**config.mk**
```make
export PLATFORM = sky130hd
export DESIGN_NAME = alu_commit
export DESIGN_NICKNAME = d
export VERILOG_FILES = /design/src/rtl/alu_pkg.sv /design/src/rtl/alu_commit_cond_eval.sv /design/src/rtl/alu_commit.sv
export SDC_FILE = /design/constraint.sdc
export NUM_CORES = 1
export LEC_CHECK = 0
export CAP_MARGIN = 0
export CELL_PAD_IN_SITES_DETAIL_PLACEMENT = 1
export CELL_PAD_IN_SITES_GLOBAL_PLACEMENT = 2
export CORE_MARGIN = 2
export CORE_UTILIZATION = 25
export DETAILED_ROUTE_END_ITERATION = 10
export MAX_ROUTING_LAYER = met4
export PLACE_DENSITY = 0.86
export SLEW_MARGIN = 20
export SYNTH_ARGS = -nofsm -noshare
export SYNTH_HDL_FRONTEND = slang
export SYNTH_SLANG_ARGS = --single-unit
```
**constraint.sdc**
```tcl
create_clock -name clk -period 2.67 [get_ports clk]
set_input_delay 0.534 -clock clk [delete_from_list [all_inputs] [get_ports clk]]
set_output_delay 0.534 -clock clk [all_outputs]
set_load 0.1 [all_outputs]
```
**src/rtl/alu_pkg.sv**
```systemverilog
// Shared definitions for the ALU and its commit stage: condition codes,
// flag bit positions and ALU function encodings.
package alu_pkg;

  typedef enum logic [3:0] {
    COND_EQ = 4'h0, COND_NE = 4'h1, COND_CS = 4'h2, COND_CC = 4'h3,
    COND_MI = 4'h4, COND_PL = 4'h5, COND_VS = 4'h6, COND_VC = 4'h7,
    COND_HI = 4'h8, COND_LS = 4'h9, COND_GE = 4'hA, COND_LT = 4'hB,
    COND_GT = 4'hC, COND_LE = 4'hD, COND_AL = 4'hE, COND_NV = 4'hF
  } cond_e;

  localparam int unsigned FLAG_N = 3;
  localparam int unsigned FLAG_Z = 2;
  localparam int unsigned FLAG_C = 1;
  localparam int unsigned FLAG_V = 0;

  typedef enum logic [2:0] {
    ALU_ADD = 3'd0,
    ALU_SUB = 3'd1,
    ALU_AND = 3'd2,
    ALU_ORR = 3'd3,
    ALU_EOR = 3'd4
  } alu_func_e;

endpackage

```
**src/rtl/alu_commit_cond_eval.sv**
```systemverilog
// Combinational ARM condition-code evaluation against an NZCV flag vector.
module cond_eval
  import alu_pkg::*;
(
  input  logic [3:0] cond,
  input  logic [3:0] nzcv,
  output logic       pass
);

  logic n, z, c, v;

  always_comb begin
    n = nzcv[FLAG_N];
    z = nzcv[FLAG_Z];
    c = nzcv[FLAG_C];
    v = nzcv[FLAG_V];
  end

  always_comb begin
    pass = 1'b0;
    case (cond_e'(cond))
      COND_EQ: pass = z;
      COND_NE: pass = ~z;
      COND_CS: pass = c;
      COND_CC: pass = ~c;
      COND_MI: pass = n;
      COND_PL: pass = ~n;
      COND_VS: pass = v;
      COND_VC: pass = ~v;
      COND_HI: pass = c & ~z;
      COND_LS: pass = ~c | z;
      COND_GE: pass = (n == v);
      COND_LT: pass = (n != v);
      COND_GT: pass = ~z & (n == v);
      COND_LE: pass = z | (n != v);
      COND_AL: pass = 1'b1;
      COND_NV: pass = 1'b0;
      default: pass = 1'b0;
    endcase
  end

endmodule

```
**src/rtl/alu_commit.sv**
```systemverilog
// Execute/commit stage alongside the ALU: tracks the issued op, evaluates its
// condition against architectural NZCV and drives the RF write, flags and counters.
module alu_commit
  import alu_pkg::*;
#(
  parameter int unsigned DATA_W = 32,
  parameter int unsigned REG_AW = 4,
  parameter int unsigned CNT_W  = 32
) (
  input  logic              clk,
  input  logic              rst,
  input  logic              iss_valid,
  input  logic [REG_AW-1:0] iss_rd,
  input  logic              iss_wen,
  input  logic              iss_s,
  input  logic [3:0]        iss_cond,
  input  logic              flush,
  input  logic [DATA_W-1:0] alu_result,
  input  logic [3:0]        alu_flags,
  output logic              rf_we,
  output logic [REG_AW-1:0] rf_waddr,
  output logic [DATA_W-1:0] rf_wdata,
  output logic [3:0]        arch_flags,
  output logic              fwd_e_valid,
  output logic [REG_AW-1:0] fwd_e_rd,
  output logic [DATA_W-1:0] fwd_e_data,
  output logic [CNT_W-1:0]  retired_cnt,
  output logic [CNT_W-1:0]  condfail_cnt
);

  logic              e_valid;
  logic [REG_AW-1:0] e_rd;
  logic              e_wen;
  logic              e_s;
  cond_e             e_cond;
  logic              pass;
  logic              commit;

  // Condition is judged against committed flags only; the ALU's own flags
  // may already reflect an op whose condition fails.
  cond_eval u_cond_eval (
    .cond (e_cond),
    .nzcv (arch_flags),
    .pass (pass)
  );

  always_comb begin
    commit      = e_valid & ~flush;
    fwd_e_valid = commit & e_wen & pass;
    fwd_e_rd    = e_rd;
    fwd_e_data  = alu_result;
  end

  always_ff @(posedge clk) begin
    if (rst) begin
      e_valid      <= 1'b0;
      e_rd         <= '0;
      e_wen        <= 1'b0;
      e_s          <= 1'b0;
      e_cond       <= COND_EQ;
      rf_we        <= 1'b0;
      rf_waddr     <= '0;
      rf_wdata     <= '0;
      arch_flags   <= '0;
      retired_cnt  <= '0;
      condfail_cnt <= '0;
    end else begin
      e_valid  <= iss_valid & ~flush;
      e_rd     <= iss_rd;
      e_wen    <= iss_wen;
      e_s      <= iss_s;
      e_cond   <= cond_e'(iss_cond);
      rf_we    <= commit & e_wen & pass;
      rf_waddr <= e_rd;
      rf_wdata <= alu_result;
      if (commit & e_s & pass)
        arch_flags <= alu_flags;
      if (commit & pass)
        retired_cnt <= retired_cnt + CNT_W'(1);
      if (commit & ~pass)
        condfail_cnt <= condfail_cnt + CNT_W'(1);
    end
  end

endmodule

```
==> qor.csv <==
metric,value,unit
status,completed,
CP max FO,5,
max-cap violations,0,
share of synthesized registers carrying an async set or reset,0,
CP Cell Sequence,"or3b_1, mux2i_2, o21a_1, o21ai_2, buf_12, nor2_4, buf_12",
cts hold-fix bufs,0,
clk_skew,0.0166,ns
Synth cell types,47,
fmax,0.382,GHz
Setup Viol. Count Final,0,
Clock transition at path regs,0.06,ns
Most Frequent Cell on Critical Path,buf_12,
Avg Vias per Cell,4.67,
sequential area share after synthesis,0.475,
RSZ-0062 raised after global routing,yes,
synthesized area,4890,µm²
"commonest non-fill, non-tap cell in the layout",buf_4,
P per Cell Area,624,nW/µm²
Worst slew margin,0.572,
die height,144,µm
syn nets,582,
core box area,19300,µm²
global-route wire length before repair,24700,µm
total negative slack,0,ns
H-tree depth,4,
CP endpoint kind,primary output,
WP data required,2.14,ns
all-layer global routing usage,0.160,
Routability Congestion,0.784,
crit path max-delay cell type,dfxtp_4,
via count,4646,
clock root cell,clkbuf_16,
Worst-Skew Late Latency,0.42,ns
top-area cell type share of the netlist area,0.475,
most frequent cells in the layout,"buf_4, dfxtp_1, nor2b_1",
"area leader, netlist",dfxtp_1,
First-pass DRT Iterations,4,
largest net degree at the start of global routing,61,
ys flop type,dfxtp_1,
Syn Inst Count,530,
Setup Crit Path Kind,reg2out,
final slew viol count,0,
Std-Cell Rows,51,
XOR/XNOR Fraction of Synth Area,0.0609,
leakage,2.97,nW
vias in the first global route,4965,
total number of yosys warnings,0,
number of synthesized flops with an enable pin,0,
startpoint types,flop,
initial antenna violation count,0,
final WL,15700,µm
CTS sink count,116,
synth-to-layout area growth,59.8,%
DR WL/cell,15.8,µm
multiplexer share of the synthesized area,0.0251,
final hold vios,0,
HP Class,reg2reg,
WHS,0.469,ns
Die ar.,20700,µm²
multi-input logic area,2300,µm²
Initial Util,0.253,
Clock Path Buffers,2,
"top cells by area, synth","dfxtp_1, nor2b_1, buf_4, xnor2_1, nor2_1",
Reg area,2380,µm²
Least-Margin Pin Slew,0.626,ns
arrival time at the worst endpoint,2.08,ns
post-layout util,0.404,
Ports,192,
#FFs+latches synth,116,
DRC,0,
"slowest stage delay, CP",0.38,ns
First DRT Iteration DRCs,179,
part of the cycle the worst path needs,0.980,
chip width,144,µm
Compound-Gate Fraction of Synth Area,0.115,
nets@finish,768,
Fillers,2198,
Max VDD drop,0.000411,V
CTS tree,yes,
dpl hpwl,11900,µm
post-route ant nets,0,
Post-Synth Simple-Gate Area,0.249,
clock buffer count from CTS,17,
total gr overflow,0,
port buffer count,191,
crit path time final,2.62,ns
largest family of logic cells by synthesized area,simple AND/OR/NAND/NOR gates,
Syn Area/Cell,9.22,µm²
share of layout cells above drive strength 1,0.347,
Power Total,0.00487,W
Inserted Diodes,0,
Post-Synth Adder-Cell Area,0.00512,
-- power breakdown --
part	switching, W	internal [W]	total, W	leakage [nW]
combinational	0.000562	0.000251	0.000813	1.72
clock	0.000873	0.00141	0.00228	0.283
sequential	0.0000174	0.00176	0.00178	0.966
-- cell usage after synthesis (3+ instances only) --
master	count
a211oi_1	7
nand2_1	23
dfxtp_1	116
xnor2_1	25
nand4_1	15
o21ai_0	16
nand3b_1	3
xor2_1	9
clkbuf_1	18
a2111oi_0	4
or3_1	18
and3_1	7
inv_1	7
nor2_1	46
a21oi_1	32
or4_1	14
buf_4	32
and4_1	3
nor3_1	3
nor2b_1	49
nor4_1	3
a2111oi_1	3
nand3_1	24
o31ai_1	13
mux2i_1	10
-- worst paths after layout --
| check | start | to | slack (ns) | cells after the start |
|---|---|---|---|---|
| max | e_cond[1] | fwd_e_valid | 0.05 | 7 |
| min | fwd_e_rd[0] | rf_waddr[0] | 0.47 | 1 |
| max reg2reg | retired_cnt[3] | retired_cnt[30] | 0.16 | 6 |
| min reg2reg | fwd_e_rd[0] | rf_waddr[0] | 0.47 | 1 |
-- what timing repair did --
action / CTS / global route
gates resized for setup: 8 / 5
endpoints found under the setup margin: 1 / 7
pin swaps: 4 / 1
setup buffers: 5 / 0
-- critical path, delay by kind of cell, from the launching register on --
family	cells	cell delay (ns)
simple gates	2	0.49
mux	1	0.20
flops	1	0.38
compound gates	2	0.27
buf+inv	2	0.31
-- sequential cells by signal, summed over array words and instances, names as in the netlist --
| name | flops |
|---|---|
| retired_cnt | 32 |
| rf_wdata | 32 |
| rf_waddr | 4 |
| fwd_e_rd | 4 |
| e_cond | 4 |
| e_wen | 1 |
| e_valid | 1 |
| e_s | 1 |
| arch_flags | 4 |
| rf_we | 1 |
| condfail_cnt | 32 |
-- cell type report --
type	instances	share of cell area
flip-flops and latches	116	0.305
multi-input cells	356	0.294
repair buffers	218	0.279
clock buffers	18	0.0562
well taps	265	0.0424
clock inverters	14	0.0197
inverters	7	0.00336
-- logic make-up (layout without fill, tap and decap cells) --
family	Yosys count	in the layout
xor gates and xnor gates	34	34
muxes	12	12
and+or+nand+nor	220	220
AOI/OAI and AO/OA	88	88
buffers and inverters	58	257
DFF	116	116
adders and majority gates	2	2
-- per-stage QoR --
stage,worst slack [ns],instances,cell area [µm²]
floorplan,-0.0232,530,4980
detailed placement,-0.181,957,7140
finish,0.0527,994,7810
global placement,-0.0521,957,7140
global route,-0.0425,994,7810
CTS,0.00313,994,7800
-- routing by layer --
| layer | vias up | global-route usage | wire (µm) |
|---|---|---|---|
| met1 | 2266 | 0.175 | 6690 |
| met5 | - | - | 0 |
| met2 | 149 | 0.273 | 7750 |
| met4 | 0 | 0.0521 | 142 |
| met3 | 9 | 0.0563 | 1120 |
| li1 | 2222 | - | - |
No activity file was read; power rests on OpenSTA's default activity.
